==> src/rtl/mc_ctrl_pkg.sv <==
// Shared definitions for the add-subset multicycle controller.
// Holds the FSM state encoding (visible on state_dbg), ALU operation codes,
// operand/write-register mux selects and the opcode/funct values decoded.
package mc_ctrl_pkg;

  typedef enum logic [2:0] {
    ST_RST     = 3'd0,
    ST_FETCH   = 3'd1,
    ST_DECODE  = 3'd2,
    ST_ADD_EX  = 3'd3,
    ST_ADDI_EX = 3'd4,
    ST_OVF     = 3'd5,
    ST_ILL     = 3'd6
  } state_t;

  localparam logic [2:0] ULA_LOAD   = 3'b000;
  localparam logic [2:0] ULA_ADD    = 3'b001;

  localparam logic [1:0] WREG_RT    = 2'b00;
  localparam logic [1:0] WREG_RD    = 2'b01;

  localparam logic       ULA_A_PC   = 1'b0;
  localparam logic       ULA_A_REG  = 1'b1;

  localparam logic [1:0] ULA_B_REG  = 2'b00;
  localparam logic [1:0] ULA_B_FOUR = 2'b01;
  localparam logic [1:0] ULA_B_IMM  = 2'b10;

  localparam logic [5:0] OP_RTYPE   = 6'h00;
  localparam logic [5:0] OP_ADDI    = 6'h08;
  localparam logic [5:0] FN_ADD     = 6'h20;

endpackage

==> src/rtl/mc_ctrl_decode.sv <==
// Instruction dispatch for the DECODE state.
// Ports:
//   opcode_i   - IR[31:26]
//   funct_i    - IR[5:0]
//   dispatch_o - state code to enter after DECODE (ADD_EX, ADDI_EX or ILL)
import mc_ctrl_pkg::*;

module mc_ctrl_decode (
  input  logic [5:0] opcode_i,
  input  logic [5:0] funct_i,
  output logic [2:0] dispatch_o
);

  always_comb begin
    dispatch_o = ST_ILL;
    if (opcode_i == OP_RTYPE && funct_i == FN_ADD) begin
      dispatch_o = ST_ADD_EX;
    end else if (opcode_i == OP_ADDI) begin
      // funct bits belong to the immediate here and are not examined
      dispatch_o = ST_ADDI_EX;
    end
  end

endmodule

==> src/rtl/mc_ctrl_add.sv <==
// Multicycle control FSM for the ADD/ADDI CPU subset.
// Ports:
//   clk, reset        - rising-edge clock, asynchronous active-high reset
//   overflow          - ALU overflow, only honoured in the EXEC states
//   negativo..lt      - remaining ALU flags, not used by this subset
//   opcode, funct     - instruction fields from the IR
//   pc_write..ab_write, mem_write - datapath write enables
//   ula_control, m_wreg, m_ula_a, m_ula_b - ALU code and mux selects
//   reset_out         - datapath reset, high while in RST
//   ovf_trap, illegal_op - sticky terminal-state indicators
//   state_dbg         - current state code
// Outputs are Moore-decoded from state and wait counter; the only Mealy path
// is overflow suppressing rb_write in the EXEC states.
import mc_ctrl_pkg::*;

module mc_ctrl_add #(
  parameter int unsigned MEM_WAIT = 1
) (
  input  logic       clk,
  input  logic       reset,
  input  logic       overflow,
  input  logic       negativo,
  input  logic       zero,
  input  logic       equal,
  input  logic       gt,
  input  logic       lt,
  input  logic [5:0] opcode,
  input  logic [5:0] funct,
  output logic       pc_write,
  output logic       mem_write,
  output logic       ir_write,
  output logic       rb_write,
  output logic       ab_write,
  output logic [2:0] ula_control,
  output logic [1:0] m_wreg,
  output logic       m_ula_a,
  output logic [1:0] m_ula_b,
  output logic       reset_out,
  output logic       ovf_trap,
  output logic       illegal_op,
  output logic [2:0] state_dbg
);

  localparam logic [3:0] WAIT_LAST = 4'(MEM_WAIT);

  state_t     state_q, state_d;
  logic [3:0] wait_q, wait_d;
  logic [2:0] dispatch;
  logic       unused_flags;

  assign unused_flags = ^{negativo, zero, equal, gt, lt};

  mc_ctrl_decode u_decode (
    .opcode_i   (opcode),
    .funct_i    (funct),
    .dispatch_o (dispatch)
  );

  always_ff @(posedge clk or posedge reset) begin
    if (reset) begin
      state_q <= ST_RST;
      wait_q  <= '0;
    end else begin
      state_q <= state_d;
      wait_q  <= wait_d;
    end
  end

  always_comb begin
    state_d     = state_q;
    wait_d      = wait_q;
    pc_write    = 1'b0;
    mem_write   = 1'b0;
    ir_write    = 1'b0;
    rb_write    = 1'b0;
    ab_write    = 1'b0;
    ula_control = ULA_LOAD;
    m_wreg      = WREG_RT;
    m_ula_a     = ULA_A_PC;
    m_ula_b     = ULA_B_REG;
    reset_out   = 1'b0;
    ovf_trap    = 1'b0;
    illegal_op  = 1'b0;

    case (state_q)
      ST_RST: begin
        reset_out = 1'b1;
        wait_d    = '0;
        state_d   = ST_FETCH;
      end
      ST_FETCH: begin
        // PC+4 is computed every cycle but only committed once memory data
        // is valid, since the memory address is the PC itself.
        m_ula_a     = ULA_A_PC;
        m_ula_b     = ULA_B_FOUR;
        ula_control = ULA_ADD;
        if (wait_q == WAIT_LAST) begin
          pc_write = 1'b1;
          ir_write = 1'b1;
          wait_d   = '0;
          state_d  = ST_DECODE;
        end else begin
          wait_d = wait_q + 4'd1;
        end
      end
      ST_DECODE: begin
        ab_write = 1'b1;
        state_d  = state_t'(dispatch);
      end
      ST_ADD_EX: begin
        m_ula_a     = ULA_A_REG;
        m_ula_b     = ULA_B_REG;
        ula_control = ULA_ADD;
        m_wreg      = WREG_RD;
        rb_write    = ~overflow;
        state_d     = overflow ? ST_OVF : ST_FETCH;
      end
      ST_ADDI_EX: begin
        m_ula_a     = ULA_A_REG;
        m_ula_b     = ULA_B_IMM;
        ula_control = ULA_ADD;
        m_wreg      = WREG_RT;
        rb_write    = ~overflow;
        state_d     = overflow ? ST_OVF : ST_FETCH;
      end
      ST_OVF: begin
        ovf_trap = 1'b1;
      end
      ST_ILL: begin
        illegal_op = 1'b1;
      end
      default: begin
        state_d = ST_RST;
        wait_d  = '0;
      end
    endcase
  end

  assign state_dbg = state_q;

endmodule

==> config.mk <==
export PLATFORM = sky130hd
export DESIGN_NAME = mc_ctrl_add
export DESIGN_NICKNAME = d
export VERILOG_FILES = /design/src/rtl/mc_ctrl_pkg.sv /design/src/rtl/mc_ctrl_decode.sv /design/src/rtl/mc_ctrl_add.sv
export SDC_FILE = /design/constraint.sdc
export NUM_CORES = 1
export LEC_CHECK = 0
export CAP_MARGIN = 5
export CORE_MARGIN = 2
export CORE_UTILIZATION = 37
export CTS_CLUSTER_DIAMETER = 100
export DETAILED_ROUTE_END_ITERATION = 7
export PLACE_DENSITY = 0.92
export SYNTH_ARGS = -nofsm -noshare
export SYNTH_HDL_FRONTEND = slang
export SYNTH_SLANG_ARGS = --single-unit
export TNS_END_PERCENT = 100
==> constraint.sdc <==
create_clock -name clk -period 3.6 [get_ports clk]
set_clock_uncertainty 0.15 [all_clocks]
set_input_delay 0.36 -clock clk [delete_from_list [all_inputs] [get_ports clk]]
set_output_delay 0.36 -clock clk [all_outputs]
set_load 0.01 [all_outputs]
# --- Word level (Yosys, flattened, before mapping) ---
# Cells that the tools add are included.
classes:
  n_reduce_logical: 8
  n_bitwise: 2
  n_addsub: 1
  n_mux: 18
  n_eq_ne: 10
ops:
  columns: ["op", "n"]
  rows:
  - ["3-bit case mux with 5 select lines", 1]
  - ["1-bit two-way mux", 10]
  - ["3-bit equality test, second input constant", 3]
  - ["3-bit two-way mux", 3]
  - ["4-bit case mux with 2 select lines", 1]
  - ["3-bit by 2-bit equality test with 1-bit output, second input constant", 2]
  - ["6-bit by 4-bit equality test with 1-bit output, second input constant", 1]
  - ["6-bit equality test, second input constant", 1]
  - ["6-bit logical NOT", 1]
  - ["5-bit OR reduction", 1]
  - ["4-bit by 1-bit adder with 4-bit output, second input constant", 1]
  - ["4-bit by 1-bit equality test with 1-bit output, second input constant", 1]
  - ["4-bit two-way mux", 1]
  - ["2-bit case mux with 2 select lines", 1]
  - ["2-bit OR reduction", 2]
  - ["3-bit by 1-bit equality test with 1-bit output, second input constant", 1]
  - ["3-bit logical NOT", 1]
  - ["3-bit OR reduction", 1]
  - ["2-bit two-way mux", 1]
  - ["2-bit != test, second input constant", 1]
  - ["1-bit inverter", 2]
  - ["2-bit AND reduction", 1]
  - ["1-bit logical AND", 1]
word_totals:
  in_bits: 20
  output_inout_bits: 19
  reg_bits: 7
  word_cells: 41

# --- Logic depth before layout (Yosys ltp) ---
depth:
  word_depth: 4
  depth_mapped: 6
  depth_no_buf: 5

# --- Cells and area by module ---
# From an unflattened synthesis, not the netlist that was laid out.
unflattened:
  cells_unflattened: 67
  hier_area_um2: 585.6
modules_own_cells:
  columns: ["mod", "cells_per_inst", "n_inst", "area_each_um2", "seq_area_each_um2"]
  rows:
  - ["mc_ctrl_add", 61, 1, 533.0, 175.2]
  - ["mc_ctrl_decode", 6, 1, 52.6, 0.0]

# --- Least setup slack after synthesis ---
# OpenSTA, ideal clock, no wires.
synth_path:
  path_kind: "reg-to-output"
  start: "register state_q[0], in the netlist state_dbg[0]"
  end: "output port rb_write"
  t_arrival_ns: 1.384
  path_slack_ns: 1.706
  required_time_ns: 3.090
  n_path_buf: 1
  path_stages_with_launch: 5
  path_cell_list: "dfrtp_1 buf_2 nor3b_1 a21o_1 nor2b_1"
synth_between:
  elab_chain_len: 3
  elab_cells_between_ends: 4
synth_rtl:
  columns: ["element", "line", "text"]
  rows:
  - ["from (decl)", "mc_ctrl_add.sv:46", "state_t state_q, state_d;"]
  - ["from (signal assigned)", "mc_ctrl_add.sv:64", "state_q <= state_d;"]
  - ["3-bit equality test or 3-bit by 2-bit equality test with 1-bit output (tied branches)", "mc_ctrl_add.sv:85", "case (state_q)"]
  - ["2-bit OR reduction (no line) *", null, null]
  - ["1-bit two-way mux *", null, null]
  - ["to (decl)", "mc_ctrl_add.sv:32", "output logic rb_write,"]
# Every way passes the cells marked *; elsewhere a longest branch is shown, timed or not.

# --- Final worst setup path ---
layout_path:
  start: "register state_q[2], in the netlist state_dbg[2]"
  end: "output port rb_write"
# Same word-level chain as after synthesis.

==> metrics.txt <==
# TYPE chip_impl_metric gauge
chip_impl_info{name="run_status",value="finished, final reports clean"} 1
chip_impl_metric{name="portBuffers",unit=""} 29
chip_impl_metric{name="critical_path.n_buffers_inverters",unit=""} 1
chip_impl_metric{name="ant_nets",unit=""} 0
chip_impl_metric{name="required_worst_endpoint",unit="ps"} 3090
chip_impl_info{name="unrepaired_setup_endpoints_after_global_routing",value="no"} 1
chip_impl_metric{name="layout-area-overhead-vs-synth",unit="%"} 52.3
chip_impl_metric{name="n_antenna_cell",unit=""} 0
chip_impl_metric{name="initial_core_util",unit="%"} 38.5
chip_impl_metric{name="maxSlewViolCount",unit=""} 0
chip_impl_metric{name="clk-insertion-delay-late",unit="ps"} 240
chip_impl_metric{name="design.die.area",unit="um^2"} 1860
chip_impl_metric{name="drc",unit=""} 0
chip_impl_metric{name="final_cell_count_no_fill",unit=""} 106
chip_impl_metric{name="drt_iter0_drc",unit=""} 4
chip_impl_metric{name="synth-warning-count",unit=""} 0
chip_impl_metric{name="max_cap_violations",unit=""} 0
chip_impl_metric{name="cts-buffers-inserted",unit=""} 3
chip_impl_metric{name="setup_fix_buffers_added_after_clock_tree_synthesis",unit=""} 0
chip_impl_metric{name="ctsHoldBuffers",unit=""} 0
chip_impl_metric{name="ff_latch_count_synth",unit=""} 7
chip_impl_info{name="end_kind",value="output pin"} 1
chip_impl_metric{name="post_dp_cell_area",unit="um^2"} 837
chip_impl_metric{name="setup-tns-final",unit="ps"} 0
chip_impl_metric{name="final_min_period_over_clock_period",unit="%"} 69.1
chip_impl_metric{name="cts_resized",unit=""} 0
chip_impl_metric{name="detail_route.vias_per_cell",unit=""} 5.08
chip_impl_info{name="timing.critical_path.slowest_stage_cell",value="sky130_fd_sc_hd__dfrtp_1"} 1
chip_impl_metric{name="hold_viol_final",unit=""} 0
chip_impl_metric{name="layout_setup_ws",unit="ps"} 1110
chip_impl_metric{name="grt_first_pass_wirelength",unit="um"} 2070
chip_impl_metric{name="clock_tree.htree_level_count",unit=""} 1
chip_impl_metric{name="pwr_density_cell",unit="nW/um^2"} 707
chip_impl_metric{name="max-vdd-ir-drop",unit="mV"} 0.439
chip_impl_info{name="worstSetupPathType",value="reg -> out"} 1
chip_impl_metric{name="final_layout_size_suffix_gt1_share",unit="%"} 8.89
chip_impl_metric{name="grt_pass1_vias",unit=""} 542
chip_impl_metric{name="post-place-ws",unit="ps"} 1370
chip_impl_info{name="clock_tree_from_tritoncts",value="yes"} 1
chip_impl_metric{name="die_width",unit="um"} 43.1
chip_impl_metric{name="timing.final.crit_period",unit="ps"} 2490
chip_impl_metric{name="placeableCoreArea",unit="um^2"} 1470
chip_impl_metric{name="num-fill-cells",unit=""} 138
chip_impl_info{name="ys_top_cells_by_area",value="sky130_fd_sc_hd__dfrtp_1 31%, sky130_fd_sc_hd__buf_4 6.6%, sky130_fd_sc_hd__ha_1 4.4%"} 1
chip_impl_metric{name="yosys.cell_types.count",unit=""} 33
chip_impl_metric{name="syn_avg_cell_area",unit="um^2"} 9.14
chip_impl_metric{name="fmax",unit="MHz"} 402
chip_impl_metric{name="syn_inst",unit=""} 62
chip_impl_metric{name="place_inst",unit=""} 102
chip_impl_metric{name="path_clk_slew",unit="ps"} 50
chip_impl_metric{name="grt_usage",unit="%"} 15.0
chip_impl_metric{name="finalWeightedCongestion",unit=""} 0.713
chip_impl_metric{name="drt-pass1-iter-count",unit=""} 2
chip_impl_metric{name="post-synth-top-area-fraction",unit="%"} 30.9
chip_impl_metric{name="synth_seq_area_share",unit="%"} 30.9
chip_impl_info{name="critPathLaunchType",value="flop"} 1
chip_impl_info{name="critical_path.cell_chain",value="nor3b_1 > a21o_1 > nor2b_1 > clkdlybuf4s50_1"} 1
chip_impl_metric{name="wl_per_cell",unit="um"} 11.7
chip_impl_metric{name="vias",unit=""} 539
chip_impl_info{name="clock-root-buffer",value="sky130_fd_sc_hd__clkbuf_4"} 1
chip_impl_metric{name="io_pins",unit=""} 39
chip_impl_metric{name="die_y",unit="um"} 43.1
chip_impl_metric{name="initial_antenna_violation_count",unit=""} 0
chip_impl_metric{name="cts_buffer_depth",unit=""} 2
chip_impl_metric{name="post-route-cell-area",unit="um^2"} 863
chip_impl_metric{name="gr-total-overflow",unit=""} 0
chip_impl_metric{name="syn-cell-area",unit="um^2"} 567
chip_impl_metric{name="hold_slack",unit="ps"} 188
chip_impl_metric{name="crit_arrival",unit="ps"} 1980
chip_impl_metric{name="cpPeakStageDelay",unit="ps"} 570
chip_impl_metric{name="core.rowCount",unit=""} 14
chip_impl_metric{name="crit_path_max_fanout",unit=""} 14
chip_impl_info{name="critical_path.top_delay_family",value="flip-flops"} 1
chip_impl_metric{name="grt_start_max_net_pins",unit=""} 16
chip_impl_metric{name="power_leakage",unit="nW"} 0.380
chip_impl_metric{name="detailed_place_hpwl",unit="um"} 1010
chip_impl_metric{name="finalNetCount",unit=""} 113
chip_impl_metric{name="drt-total-wl",unit="um"} 1240
chip_impl_info{name="yosys.area.top_type",value="sky130_fd_sc_hd__dfrtp_1"} 1
chip_impl_info{name="hold_path_class",value="in -> async"} 1
chip_impl_metric{name="cts_num_sinks",unit=""} 7
chip_impl_metric{name="final-setup-viol-count",unit=""} 0
-- layer usage --
metal  up-vias  track usage (%)  share of wire (%)
li1        267                -                  -
met1       244             16.5                 42
met2        28             24.8                 48
met3         0             5.96                 11
met4         0             7.27                  0
met5         -                0                  0
-- cell type report --
class | count | area [um^2] | area share [%]
Inverter | 4 | 15.0 | 1.74
Timing Repair Buffer | 29 | 290 | 33.6
Clock buffer | 4 | 26.3 | 3.04
Tap cell | 16 | 20.0 | 2.32
Multi-Input combinational cell | 46 | 337 | 39.0
Sequential cell | 7 | 175 | 20.3
-- registers in the layout, indices dropped and copies added, names as in the netlist --
name and cells:
wait_q 4, state_dbg 3
-- layout by cell type (no fill, tap or decap), drive strengths merged, types with 3 or more instances in the layout --
master          n
clkdlybuf4s50  29
dfrtp           7
o21ai           4
inv             4
conb            4
clkbuf          4
nand2b          3
nor2b           3
nor3b           3
-- Yosys cell counts --
library cell and n:
sky130_fd_sc_hd__ha_1 2, sky130_fd_sc_hd__nand2_1 2, sky130_fd_sc_hd__o221ai_1 1, sky130_fd_sc_hd__dfrtp_1 7, sky130_fd_sc_hd__or2_2 2, sky130_fd_sc_hd__a211o_1 1, sky130_fd_sc_hd__clkbuf_1 1, sky130_fd_sc_hd__nor3_1 1
sky130_fd_sc_hd__conb_1 1, sky130_fd_sc_hd__or4b_1 1, sky130_fd_sc_hd__inv_1 4, sky130_fd_sc_hd__nor4b_1 1, sky130_fd_sc_hd__o211ai_1 1, sky130_fd_sc_hd__or3_1 1, sky130_fd_sc_hd__buf_4 5, sky130_fd_sc_hd__nor4_4 1
sky130_fd_sc_hd__buf_2 2, sky130_fd_sc_hd__and3b_1 2, sky130_fd_sc_hd__o2bb2ai_1 1, sky130_fd_sc_hd__or4_4 1, sky130_fd_sc_hd__a22o_1 2, sky130_fd_sc_hd__nor4bb_1 1, sky130_fd_sc_hd__o21ai_0 4, sky130_fd_sc_hd__o21a_1 1
sky130_fd_sc_hd__a21o_1 1, sky130_fd_sc_hd__nand2b_1 3, sky130_fd_sc_hd__nor2_1 1, sky130_fd_sc_hd__and2_1 2, sky130_fd_sc_hd__nor3b_2 1, sky130_fd_sc_hd__nor2b_1 3, sky130_fd_sc_hd__xnor2_1 1, sky130_fd_sc_hd__nor3b_1 2
sky130_fd_sc_hd__nand3_1 2
-- metrics by stage --
step / utilization [%] / total power, W
6_report: 58.7 / 0.000611
5_1_grt: 58.7 / 0.000662
4_1_cts: 58.7 / 0.000619
3_5_place_dp: 56.9 / 0.000544
3_3_place_gp: 56.9 / 0.000532
2_1_floorplan: - / 0.000380
-- report_power, final --
part	total, W	internal, W	switching [W]
sequential	0.000181	0.000114	0.0000676
clock	0.0000692	0.0000422	0.0000271
combinational	0.000360	0.000214	0.000146
-- cells by family after synthesis --
group	Yosys count	synth area share, %
DFF	7	30.9
adders and majority gates	2	4.41
and+or+nand+nor	27	35.5
AOI/OAI and AO/OA	12	15.2
buffers and inverters	12	11.7
xor gates and xnor gates	1	1.55
other	1	0.662
-- path summary, 6_finish.rpt --
kind | start | end | slack [ps] | cells after the start
min | reset | state_dbg[0] | 190 | 2
max reg2reg | state_dbg[1] | wait_q[2] | 2010 | 3
max | state_dbg[2] | rb_write | 1110 | 4
min in group clk | wait_q[1] | wait_q[1] | 410 | 1
min reg2reg | wait_q[1] | wait_q[1] | 410 | 1
max in group asynchronous | reset | wait_q[1] | 2900 | 2
No activity file was read; power rests on OpenSTA's default activity.
==> RTL edit 1: new RTL, same flow settings <==
Reset style: synchronous (`reset`), changed in one clocked block. Comments in the files are not updated.
--- a/src/rtl/mc_ctrl_add.sv
+++ b/src/rtl/mc_ctrl_add.sv
@@ -58,3 +58,3 @@
 
-  always_ff @(posedge clk or posedge reset) begin
+  always_ff @(posedge clk) begin
     if (reset) begin
Behaviour: differs if reset is asserted again (counterexample within 4 cycles, from zero or initial values and one cycle with reset high); with reset held inactive, the same outputs for 10 cycles.
==> RTL edit 1 against the unedited design <==
Routed wire length up 8.1%. Worst setup slack better by 0.0028 ns. Highest routed layer is now met4. Sequential cell count unchanged. Design area down 2.8%. Synthesized area down 2.9%. Critical endpoint is now ir_write.
Power is not compared: it rests on default switching activity, and its combinational part moved more than twofold at a synthesized area within 25%.
==> RTL edit 1: results (changes against the unedited design) <==
- Initial DRC Count: 15 (+11)
- Net count, final: 120 (+6.2%)
- R2R setup slack: 1.97 ns (-0.04 ns)
- Final hold slack: 0.3659 ns (+0.1776 ns)
- Syn Inst Count: 69 (+11%)
- FFs w/ async S/R, synth: 0% (-100 points)
- Top cells by count, synth: 7 x buf_4, 7 x dfxtp_1, 7 x nor2_1
- Detailed Route WL: 1342 um (+8.1%)
- Via Count: 588 (+9.1%)
- Crit path from: wait_q[0]
- Synth top area cells: dfxtp_1 25%, buf_4 9.5%, nor2_1 4.8%, ha_1 4.5%, nor3_1 3.6%
- Vias in the first global route: 536 (-1.1%)
- Drt pass-1 iters: 4 (+2)
- Placed Area: 813.3 um2 (-2.8%)
- Worst r2r path cells: 5 (+2)
- Area Overhead vs Synth: 52.50%
- Crit path largest cell delay: 0.54 ns (-0.03 ns)
- Routability cong.: 0.7746 (+8.7%)
- RR Endpoint: wait_q[1]
- Ys flop type: dfxtp_1
- Fmax: 402.3 MHz (+0.11%)
- Yosys cell types: 34 (+3.0%)
- RR Startpoint: wait_q[1]
- Slowest CP cell: clkdlybuf4s50_1
- Family with the most delay on the worst path: buffers and inverters
- Hold Crit Class: flip-flop to flip-flop
- Detail Placement HPWL: 1041 um (+3.4%)
- Pre-CTS WS: 1.391 ns (+0.02399 ns)
- Crit path to: ir_write
- Sequential share of the synthesized area: 25.45% (-5.5 points)
- Outcome: completed
==> RTL edit 1: changes by cell type in the layout (fill, tap and decap cells not counted), moves of 3 or more <==
cell	unedited run	this run
nor3_1	1	4
dfrtp_1	7	0
dfxtp_1	0	7
nor2_1	1	7
o21ai_0	4	1
==> RTL edit 1: worst reg2reg max path: stages (launching register included) <==
cell and delay [ns]:
dfxtp_1 0.38, inv_1 0.06, ha_1 0.17, nor3b_1 0.15
o21a_1 0.24, a2111oi_2 0.37
==> RTL edit 1: where the power goes <==
| part | internal [W] | switching [W] |
|---|---|---|
| Sequential | 0.0000868 | 0.0000221 |
| Combinational | 0.0000722 | 0.0000547 |
| Clock | 0.0000423 | 0.0000287 |
==> RTL edit 1: logic make-up (layout without fill, tap and decap cells) <==
| group | Yosys count | in the layout | share of synthesized area [%] |
|---|---|---|---|
| buffers and inverters | 13 | 38 | 13.86 |
| AOI/OAI and AO/OA | 12 | 12 | 17.95 |
| xor gates and xnor gates | 2 | 2 | 3.182 |
| and+or+nand+nor | 32 | 32 | 34.32 |
| other | 1 | 4 | 0.6812 |
| adders and majority gates | 2 | 2 | 4.545 |
| DFF | 7 | 7 | 25.45 |
==> RTL edit 1: metal layers <==
metal	up-vias	global-route usage (%)	part of all wire [%]	wire (um)
li1	294	-	-	-
met1	253	20.62	41	545
met2	37	26.46	49	661
met3	4	1.724	8.3	111
met4	0	9.375	1.8	24
met5	-	0	0	0
==> RTL edit 1: area by class of cell <==
class	instances	area (um2)
Multi-Input combinational cell	52	345.3
Clock buffer	4	26.28
Sequential cell	7	140.1
Fill cell	112	510.5
Tap cell	15	18.77
Timing Repair Buffer	29	290.3
Inverter	5	18.77
==> RTL edit 2: new RTL, same flow settings <==
Made on the original files. Put a register stage on the output `m_ula_a`. The value now appears one clock later. The other outputs are not delayed to match.
--- a/src/rtl/mc_ctrl_add.sv
+++ b/src/rtl/mc_ctrl_add.sv
@@ -45,2 +45,4 @@
 
+  logic m_ula_a_d;
+
   state_t     state_q, state_d;
@@ -78,3 +80,3 @@
     m_wreg      = WREG_RT;
-    m_ula_a     = ULA_A_PC;
+    m_ula_a_d   = ULA_A_PC;
     m_ula_b     = ULA_B_REG;
@@ -93,3 +95,3 @@
         // is valid, since the memory address is the PC itself.
-        m_ula_a     = ULA_A_PC;
+        m_ula_a_d   = ULA_A_PC;
         m_ula_b     = ULA_B_FOUR;
@@ -110,3 +112,3 @@
       ST_ADD_EX: begin
-        m_ula_a     = ULA_A_REG;
+        m_ula_a_d   = ULA_A_REG;
         m_ula_b     = ULA_B_REG;
@@ -118,3 +120,3 @@
       ST_ADDI_EX: begin
-        m_ula_a     = ULA_A_REG;
+        m_ula_a_d   = ULA_A_REG;
         m_ula_b     = ULA_B_IMM;
@@ -140,2 +142,6 @@
 
+  always_ff @(posedge clk) begin
+    m_ula_a <= m_ula_a_d;
+  end
+
 endmodule
Check against the original RTL: not equivalent (a bounded check fails within 10 cycles, from zero or initial values and one cycle with reset high).
==> RTL edit 2 against the unedited design <==
Design area is 2.5% higher. Largest cell class unchanged. Combinational power decreased by 4%. Worst setup slack better by 0.041 ns. Cell count up 2.8%. Critical path type unchanged. Routed wire length grew 12%. Synthesized area is 4.0% higher. Critical endpoint unchanged. Sequential cell count grew 1. Register-to-register slack better by 0.07 ns. Non-clock buffer count did not move. Power is 0.48% lower.
==> RTL edit 2: results (changes against the unedited design) <==
- Outcome: completed
- Final hold slack: 0.1728 ns (-0.01550 ns)
- LEAKAGE: 0.3906 nW (+2.7%)
- Routability cong.: 0.8507 (+19%)
- YS warnings: 0 (unchanged)
- Crit path DAT: 1.94 ns (-0.04 ns)
- CTS max path bufs: 2 (unchanged)
- Total routing usage reported by global routing: 15.61% (+0.61 points)
- Biggest register: wait_q
- Number of H-tree levels: 1 (unchanged)
- Drt wl/cell: 12.70 um (+8.5%)
- Max reg flops: 4 (unchanged)
- Via Count: 567 (+5.2%)
- Net count, final: 116 (+2.7%)
- Synth top area cells: dfrtp_1 30%, buf_4 6.4%, ha_1 4.2%, nand2b_1 4.2%, nor2_1 3.8%
- Crit path largest cell delay: 0.60 ns (+0.03 ns)
- Vias in the first global route: 555 (+2.4%)
- Slowest CP cell: dfrtp_1
- Detail Placement HPWL: 1112 um (+11%)
- Total CTS buffers: 3 (unchanged)
- Initial antenna violation count: 0 (unchanged)
- Port Buffers: 29 (unchanged)
- Final period utilization: 68.00% (-1.1 points)
- Top cells by count, synth: 7 x dfrtp_1, 6 x nor2_1, 5 x buf_4
- Maximum vdd drop: 346.9 uV (-21%)
- Clk_lat worst skew: 0.25 ns
- ANT cells: 0 (unchanged)
- Layout cells sized above 1: 7.527% (-1.4 points)
- Sequential share of the synthesized area: 33.12% (+2.2 points)
- Crit Path Max Fanout: 15 (+1)
- Family with the most delay on the worst path: flip-flops
- Hold Crit Class: primary input to async pin
- First-pass GRT wire length: 2263 um (+9.3%)
- Placed Area: 858.3 um2 (+2.5%)
- Initial DRC Count: 8 (+4)
- R2R setup slack: 2.08 ns (+0.07 ns)
- Root Driver: clkbuf_4
- Pre-CTS WS: 1.382 ns (+0.01536 ns)
- FFs w/ async S/R, synth: 87.50% (-13 points)
- Post-CTS setup buffers: 0 (unchanged)
- Largest net degree at the start of global routing: 17 (+1)
- Drt pass-1 iters: 4 (+2)
- Fillers: 132 (-4.3%)
- Post-cts sizing count: 0 (unchanged)
- Yosys cell types: 34 (+3.0%)
RTL edit 2: cell types whose count changed in the layout (fill, tap and decap cells not counted), sizes merged, moves of 2 or more:
cell and change:
and3 +2, and3b -2, nor2 +5, o21ai -2, o32ai +2
RTL edit 2: cell families after synthesis:
group | count (synthesis) | share of synthesized area, %
compound gates | 12 | 15.93
mux | 1 | 1.699
flops | 8 | 33.12
fa+ha+maj | 2 | 4.246
xor+xnor | 1 | 1.486
buf+inv | 12 | 11.46
simple gates | 28 | 31.42
other cells | 1 | 0.6363
RTL edit 2: through the flow:
step / std cells / total power [W]
after global routing: 109 / 0.0006503
after floorplan: 68 / 0.0003814
after global placement: 105 / 0.0005202
final: 109 / 0.0006076
after CTS: 109 / 0.0006085
after detailed placement: 105 / 0.0005332
RTL edit 2: final cells by class:
class | instances | area (um2) | share of cell area [%]
clock buffers | 4 | 26.28 | 2.970
inverters | 4 | 15.01 | 1.697
multi-input cells | 48 | 337.8 | 38.19
flip-flops and latches | 8 | 195.2 | 22.07
well taps | 16 | 20.02 | 2.263
repair buffers | 29 | 290.3 | 32.81
RTL edit 2: final timing paths:
check                             start           end  cells past startpoint
setup / recovery           state_dbg[2]      rb_write                      4
hold / removal                    reset     wait_q[0]                      2
setup reg to reg           state_dbg[1]     wait_q[0]                      3
hold reg to reg               wait_q[3]     wait_q[3]                      1
max in group asynchronous         reset  state_dbg[0]                      2
min in group clk              wait_q[3]     wait_q[3]                      1
RTL edit 2: report_power, final:
part | switching (W) | total [W] | internal [W]
Combinational | 0.000149 | 0.000347 | 0.000198
Sequential | 0.0000627 | 0.000189 | 0.000126
Clock | 0.0000301 | 0.0000725 | 0.0000424
Total | 0.000242 | 0.000608 | 0.000366
RTL edit 2: layer usage:
| layer | global-route usage [%] | wire length (um) |
|---|---|---|
| met1 | 18.91 | 555 |
| met2 | 27.35 | 712 |
| met3 | 3.333 | 94 |
| met4 | 4.848 | 21 |
| met5 | 0 | 0 |
